<file path="src/rtl/gmii_rx_frame_parser_if.sv">
// GMII receive byte stream in, stripped frame bytes plus end-of-frame status out.
// Ports: i_speed1000, i_gmii_data/valid/err (PHY side); o_rec_data/valid/end, o_rec_len, o_crc_err/o_len_err/o_phy_err (buffer side).
// slave = the parser; master = the upstream PHY / frame-buffer environment.
interface gmii_rx_frame_parser_if;
    logic        i_speed1000;
    logic [7:0]  i_gmii_data;
    logic        i_gmii_valid;
    logic        i_gmii_err;
    logic [7:0]  o_rec_data;
    logic        o_rec_valid;
    logic        o_rec_end;
    logic [11:0] o_rec_len;
    logic        o_crc_err;
    logic        o_len_err;
    logic        o_phy_err;

    modport slave (
        input  i_speed1000, i_gmii_data, i_gmii_valid, i_gmii_err,
        output o_rec_data, o_rec_valid, o_rec_end, o_rec_len, o_crc_err, o_len_err, o_phy_err
    );

    modport master (
        output i_speed1000, i_gmii_data, i_gmii_valid, i_gmii_err,
        input  o_rec_data, o_rec_valid, o_rec_end, o_rec_len, o_crc_err, o_len_err, o_phy_err
    );
endinterface

</file>
<file path="src/rtl/gmii_rx_frame_parser.sv">
// GMII RX front end: strips preamble/SFD (and optionally FCS), checks CRC-32 and length, pulses end with status.
// Latency: o_rec_valid one cycle after the byte that shifts it out; o_rec_end at T+2 (1000) / T+3 (10/100) after the last byte.
// Backpressure: none; the PHY stream cannot be stalled. Ports: i_rxc, i_rst (async, active high), bus (slave modport).
module gmii_rx_frame_parser #(
    parameter bit P_STRIP_FCS = 1'b1,
    parameter int P_MIN_PRE   = 1,
    parameter int P_MAX_PRE   = 15,
    parameter int P_MIN_LEN   = 64,
    parameter int P_MAX_LEN   = 1518
) (
    input  logic                   i_rxc,
    input  logic                   i_rst,
    gmii_rx_frame_parser_if.slave  bus
);

    localparam logic [31:0] CRC_POLY    = 32'hEDB88320;
    localparam logic [31:0] CRC_INIT    = 32'hFFFFFFFF;
    localparam logic [31:0] CRC_RESIDUE = 32'hDEBB20E3;

    typedef enum logic [2:0] {
        S_IDLE = 3'd0,
        S_PRE  = 3'd1,
        S_DATA = 3'd2,
        S_FIN  = 3'd3,
        S_DROP = 3'd4
    } state_t;

    state_t          state;
    state_t          next_state;
    logic            valid_d;
    logic [7:0]      pre_cnt;
    logic [31:0]     crc;
    logic [11:0]     frame_cnt;
    logic [2:0]      dly_cnt;
    logic [3:0][7:0] dly;
    logic            phy_err;
    logic [7:0]      rec_data_q;
    logic            rec_valid_q;

    logic vld;
    logic end_det;
    logic start_det;
    logic runt;

    function automatic logic [31:0] crc32_byte(input logic [31:0] c_in, input logic [7:0] d);
        logic [31:0] c;
        c = c_in ^ {24'd0, d};
        for (int i = 0; i < 8; i++) begin
            c = c[0] ? ((c >> 1) ^ CRC_POLY) : (c >> 1);
        end
        return c;
    endfunction

    assign vld       = bus.i_gmii_valid;
    // At 10/100 the byte strobe may drop for one cycle between bytes, so only
    // two consecutive low cycles mark the end of the frame.
    assign end_det   = bus.i_speed1000 ? !vld : (!vld && !valid_d);
    // valid_d resets to 1 so a frame already in flight at reset release never
    // looks like a fresh rising edge of RX_DV.
    assign start_det = vld && !valid_d && (bus.i_gmii_data == 8'h55);
    assign runt      = (frame_cnt < 12'd4);

    // State register
    always_ff @(posedge i_rxc or posedge i_rst) begin
        if (i_rst) state <= S_IDLE;
        else       state <= next_state;
    end

    // Next-state logic
    always_comb begin
        next_state = state;
        case (state)
            S_IDLE: begin
                if (vld) next_state = start_det ? S_PRE : S_DROP;
            end
            S_PRE: begin
                if (vld) begin
                    if (bus.i_gmii_data == 8'h55)
                        next_state = (32'(pre_cnt) >= P_MAX_PRE) ? S_DROP : S_PRE;
                    else if (bus.i_gmii_data == 8'hD5 && 32'(pre_cnt) >= P_MIN_PRE)
                        next_state = S_DATA;
                    else
                        next_state = S_DROP;
                end else if (end_det) begin
                    next_state = S_IDLE;
                end
            end
            S_DATA: begin
                if (end_det) next_state = S_FIN;
            end
            // FIN also accepts a new preamble so a 1-cycle inter-frame gap works.
            S_FIN: begin
                if (vld) next_state = start_det ? S_PRE : S_DROP;
                else     next_state = S_IDLE;
            end
            S_DROP: begin
                if (end_det) next_state = S_IDLE;
            end
            default: next_state = S_IDLE;
        endcase
    end

    // Datapath: preamble counter, CRC, byte counter, FCS delay line, output register
    always_ff @(posedge i_rxc or posedge i_rst) begin
        if (i_rst) begin
            valid_d     <= 1'b1;
            pre_cnt     <= '0;
            crc         <= CRC_INIT;
            frame_cnt   <= '0;
            dly_cnt     <= '0;
            dly         <= '0;
            phy_err     <= 1'b0;
            rec_data_q  <= '0;
            rec_valid_q <= 1'b0;
        end else begin
            valid_d     <= vld;
            rec_valid_q <= 1'b0;

            if (next_state == S_PRE && state != S_PRE)
                pre_cnt <= 8'd1;
            else if (state == S_PRE && vld && bus.i_gmii_data == 8'h55)
                pre_cnt <= pre_cnt + 8'd1;

            if (next_state == S_DATA && state != S_DATA) begin
                crc       <= CRC_INIT;
                frame_cnt <= '0;
                dly_cnt   <= '0;
                phy_err   <= 1'b0;
            end else if (state == S_DATA && vld) begin
                crc     <= crc32_byte(crc, bus.i_gmii_data);
                phy_err <= phy_err | bus.i_gmii_err;
                if (frame_cnt != 12'hFFF) frame_cnt <= frame_cnt + 12'd1;
                if (P_STRIP_FCS) begin
                    // A byte leaves only once four newer bytes sit behind it,
                    // so the trailing FCS stays trapped and is discarded.
                    dly <= {dly[2:0], bus.i_gmii_data};
                    if (dly_cnt == 3'd4) begin
                        rec_data_q  <= dly[3];
                        rec_valid_q <= 1'b1;
                    end else begin
                        dly_cnt <= dly_cnt + 3'd1;
                    end
                end else begin
                    rec_data_q  <= bus.i_gmii_data;
                    rec_valid_q <= 1'b1;
                end
            end
        end
    end

    // Output logic: status is only presented during the FIN pulse
    always_comb begin
        bus.o_rec_data  = rec_data_q;
        bus.o_rec_valid = rec_valid_q;
        bus.o_rec_end   = 1'b0;
        bus.o_rec_len   = '0;
        bus.o_crc_err   = 1'b0;
        bus.o_len_err   = 1'b0;
        bus.o_phy_err   = 1'b0;
        if (state == S_FIN) begin
            bus.o_rec_end = 1'b1;
            if (P_STRIP_FCS) bus.o_rec_len = runt ? 12'd0 : (frame_cnt - 12'd4);
            else             bus.o_rec_len = frame_cnt;
            bus.o_crc_err = (crc != CRC_RESIDUE) || runt;
            bus.o_len_err = (32'(frame_cnt) < P_MIN_LEN) || (32'(frame_cnt) > P_MAX_LEN);
            bus.o_phy_err = phy_err;
        end
    end

endmodule

</file>
<file path="src/flat_wrapper.sv">
// flat-port wrapper written by rule: the top's interface ports become plain ports
module gmii_rx_frame_parser_flat 
#(
    parameter bit P_STRIP_FCS = 1'b1,
    parameter int P_MIN_PRE   = 1,
    parameter int P_MAX_PRE   = 15,
    parameter int P_MIN_LEN   = 64,
    parameter int P_MAX_LEN   = 1518
)
  (i_rxc, i_rst, bus_i_speed1000, bus_i_gmii_data, bus_i_gmii_valid, bus_i_gmii_err, bus_o_rec_data, bus_o_rec_valid, bus_o_rec_end, bus_o_rec_len, bus_o_crc_err, bus_o_len_err, bus_o_phy_err);
  gmii_rx_frame_parser_if bus_i ();
  input  logic i_rxc;
  input  logic i_rst;
  input wire logic [$bits(bus_i.i_speed1000)-1:0] bus_i_speed1000;
  input wire logic [$bits(bus_i.i_gmii_data)-1:0] bus_i_gmii_data;
  input wire logic [$bits(bus_i.i_gmii_valid)-1:0] bus_i_gmii_valid;
  input wire logic [$bits(bus_i.i_gmii_err)-1:0] bus_i_gmii_err;
  output wire logic [$bits(bus_i.o_rec_data)-1:0] bus_o_rec_data;
  output wire logic [$bits(bus_i.o_rec_valid)-1:0] bus_o_rec_valid;
  output wire logic [$bits(bus_i.o_rec_end)-1:0] bus_o_rec_end;
  output wire logic [$bits(bus_i.o_rec_len)-1:0] bus_o_rec_len;
  output wire logic [$bits(bus_i.o_crc_err)-1:0] bus_o_crc_err;
  output wire logic [$bits(bus_i.o_len_err)-1:0] bus_o_len_err;
  output wire logic [$bits(bus_i.o_phy_err)-1:0] bus_o_phy_err;
  assign bus_i.i_speed1000 = bus_i_speed1000;
  assign bus_i.i_gmii_data = bus_i_gmii_data;
  assign bus_i.i_gmii_valid = bus_i_gmii_valid;
  assign bus_i.i_gmii_err = bus_i_gmii_err;
  assign bus_o_rec_data = bus_i.o_rec_data;
  assign bus_o_rec_valid = bus_i.o_rec_valid;
  assign bus_o_rec_end = bus_i.o_rec_end;
  assign bus_o_rec_len = bus_i.o_rec_len;
  assign bus_o_crc_err = bus_i.o_crc_err;
  assign bus_o_len_err = bus_i.o_len_err;
  assign bus_o_phy_err = bus_i.o_phy_err;
  gmii_rx_frame_parser #(.P_STRIP_FCS(P_STRIP_FCS), .P_MIN_PRE(P_MIN_PRE), .P_MAX_PRE(P_MAX_PRE), .P_MIN_LEN(P_MIN_LEN), .P_MAX_LEN(P_MAX_LEN)) u_core (.i_rxc(i_rxc), .i_rst(i_rst), .bus(bus_i));
endmodule
</file>
<file path="config.mk">
export PLATFORM = sky130hd
export DESIGN_NAME = gmii_rx_frame_parser_flat
export DESIGN_NICKNAME = d
export VERILOG_FILES = /design/src/rtl/gmii_rx_frame_parser_if.sv /design/src/rtl/gmii_rx_frame_parser.sv /design/src/flat_wrapper.sv
export SDC_FILE = /design/constraint.sdc
export NUM_CORES = 1
export LEC_CHECK = 0
export ABC_CLOCK_PERIOD_IN_PS = 4470
export CORE_MARGIN = 2
export CORE_UTILIZATION = 59
export CTS_CLUSTER_DIAMETER = 120
export DETAILED_ROUTE_END_ITERATION = 10
export HOLD_SLACK_MARGIN = 0.12
export MAX_ROUTING_LAYER = met4
export PLACE_DENSITY_LB_ADDON = 0.05
export SLEW_MARGIN = 20
export SYNTH_ARGS = -nofsm -noshare
export SYNTH_HDL_FRONTEND = slang
export SYNTH_SLANG_ARGS = --single-unit
</file>
<file path="constraint.sdc">
create_clock -name i_rxc -period 4.47 [get_ports i_rxc]
set_input_delay 0.894 -clock i_rxc [delete_from_list [all_inputs] [get_ports i_rxc]]
set_output_delay 0.894 -clock i_rxc [all_outputs]
set_load 0.005 [all_outputs]
</file>
==> run summary <==
Sequential element share of the synthesized area = 0.454
Path category of the worst min-delay check = reg2reg
Layout cells sized above 1 = 0.157
Commonest cells in the netlist = nand2_1 (145), dfrtp_1 (68), xnor2_1 (54)
FFs w/ async S/R, synth = 1.00
Clk sinks = 101
Max VDD drop = 0.204 mV
Yosys top cell by area = dfrtp_1
CORE AREA = 9280 um2
Initial antenna violation count = 0
Buf/Inv on CP = 1
Startpoint Class = flop
Crit path kind = reg2out
DR iter-0 viols = 225
P&R area growth vs syn = 11.7%
Htree depth = 3
# resized after CTS = 0
FMAX = 0.281 GHz
CP required = 3580 ps
Via-to-Cell Ratio = 5.42
GPL Wtd Cong = 0.849
Run status = complete, no violations
Nets = 615
Starting Density = 0.609
Minimum clock period = 3550 ps
Synth top area share = 0.301
Pins Over Slew Limit = 0
Critical path, cell by cell = or4_1 > or3_1 > nand2_1 > nor2_1 > clkdlybuf4s50_1
Leakage = 0.00273 uW
DRT Wirelength = 11400 um
Setup violations, final = 0
Total track usage = 0.246
Main flop type after synthesis = dfrtp_1
Synthesized cell area = 5660 um2
Drc violations = 0
CP peak stage delay = 590 ps
Wirelength per Cell = 15.7 um
Synth top area cells = dfrtp_1 (30%), dfstp_2 (15%), nand2_1 (9.6%), xnor2_1 (8.4%), xor2_1 (4.3%)
EDFF count, synth = 0
Yosys Warn Count = 0
Total Neg Setup Slack = 0 ps
# diodes = 0
Vias in the first global route = 3918
Total power draw = 2450 uW
Max_slew headroom = 0.450
Unrepaired setup endpoints after global routing = false
Cells after Synth = 569
CP max stage cell = or4_1
Post-CTS Setup Bufs = 0
CP arrival = 2660 ps
DP Wirelength = 7890 um
Antenna viol nets, final = 0
Final hold violations = 0
Largest net degree at the start of global routing = 88
Max Cap Viol = 0
CTS root buf = clkbuf_8
Synthesized flop and latch total = 101
Crit path max fanout = 11
Vias = 3942
Die width = 102 um
Most frequent cell after synthesis = nand2_1
First-pass GRT wire length = 19400 um
Clk_lat worst skew = 370 ps
Synth unique cells = 58
PortBufs = 37
Worst-path clk slew = 90 ps
Worst slew pin tran = 825 ps
Die ar. = 10400 um2
CTS Buf Count = 9
CP top delay family = simple AND/OR/NAND/NOR gates
Row count = 35
DRT Pass-1 Iters = 4
Boundary pin count = 38
Net Count, Synth = 591
Layout Skew = 5.04 ps
Remaining global-route overflow = 0
Mean post-synth cell area = 9.94 um2
Pwr dens = 388 nW/um2
Period utilization = 0.795
Post-CTS Hold Buffers = 0
CTS max path bufs = 2
Crit end category = output pin
Chip Height = 102 um
CTS tree = done
## sequential cells by signal, indices dropped and copies added (netlist names)
register and cells:
u_core.phy_err 1, u_core.dly_cnt 3, u_core.bus.o_rec_valid 1, u_core.frame_cnt 12
u_core.crc 32, u_core.valid_d 1, u_core.state 3, u_core.dly 32
u_core.bus.o_rec_data 8, u_core.pre_cnt 8
## worst min-delay path: stages, from the launching register on
cell	delay, ps
dfrtp_1	350
nand2_1	50
nand2_1	50
## power breakdown
group | internal (uW) | switching [uW] | total [uW]
combinational | 375 | 395 | 769
sequential | 1040 | 92.5 | 1130
clock | 248 | 306 | 554
## metrics by stage
| stage | setup WS [ps] | instances | instance area [um2] | util | hold slack (ps) |
|---|---|---|---|---|---|
| 2_1_floorplan | 983 | 569 | 5660 | - | 439 |
| 3_3_place_gp | 1090 | 711 | 6130 | 0.660 | 446 |
| 3_5_place_dp | 981 | 711 | 6130 | 0.660 | 455 |
| 4_1_cts | 890 | 727 | 6320 | 0.680 | 475 |
| 5_1_grt | 775 | 727 | 6320 | 0.681 | 490 |
| 6_report | 915 | 727 | 6320 | 0.681 | 474 |
## cells by family after synthesis
group | share of synthesized area
compound gates | 0.0763
xor+xnor | 0.189
fa+ha+maj | 0.0199
buf+inv | 0.0290
flops | 0.454
mux | 0.0177
simple gates | 0.214
## layer usage
layer / global-route usage / share of wire / routed length (um)
met1: 0.333 / 0.47 / 5320
met2: 0.386 / 0.49 / 5590
met3: 0.0424 / 0.032 / 366
met4: 0.0718 / 0.012 / 140
met5: - / 0 / 0
## layout make-up
| type | instances | area [um2] |
|---|---|---|
| Inverter | 11 | 46.3 |
| Fill cell | 745 | 2960 |
| Sequential cell | 101 | 2570 |
| Clock inverter | 3 | 18.8 |
| Timing Repair Buffer | 42 | 408 |
| Clock buffer | 13 | 169 |
| Multi-Input combinational cell | 428 | 2950 |
| Tap cell | 129 | 161 |
## cell usage in the layout (no fill, tap or decap), drive strengths merged, types with 6 or more instances in the layout
| cell type | count |
|---|---|
| ha | 9 |
| dfstp | 33 |
| and3 | 8 |
| inv | 12 |
| nand2 | 145 |
| nor4 | 6 |
| dfrtp | 68 |
| nor2 | 35 |
| mux2 | 8 |
| clkdlybuf4s50 | 37 |
| o211ai | 27 |
| xor2 | 31 |
| xnor2 | 67 |
| a21oi | 12 |
| nor3 | 22 |
| clkbuf | 13 |
## path summary, 6_finish.rpt
path                                              end  depth (start not counted)                            start  slack [ps]
setup / recovery                     bus_o_rec_len[4]                          5  u_core.frame_cnt[7]$_DFFE_PP0P_         920
hold / removal             u_core.dly[20]$_DFFE_PP0P_                          2       u_core.dly[12]$_DFFE_PP0P_         470
setup reg to reg           u_core.crc[13]$_DFFE_PP1P_                          6    u_core.pre_cnt[1]$_DFFE_PP0P_        1990
hold reg to reg            u_core.dly[20]$_DFFE_PP0P_                          2       u_core.dly[12]$_DFFE_PP0P_         470
max in group asynchronous  u_core.crc[30]$_DFFE_PP1P_                          3                            i_rst        2620
min in group asynchronous  u_core.dly[27]$_DFFE_PP0P_                          2                            i_rst        1020
No activity file was read; power rests on OpenSTA's default activity.
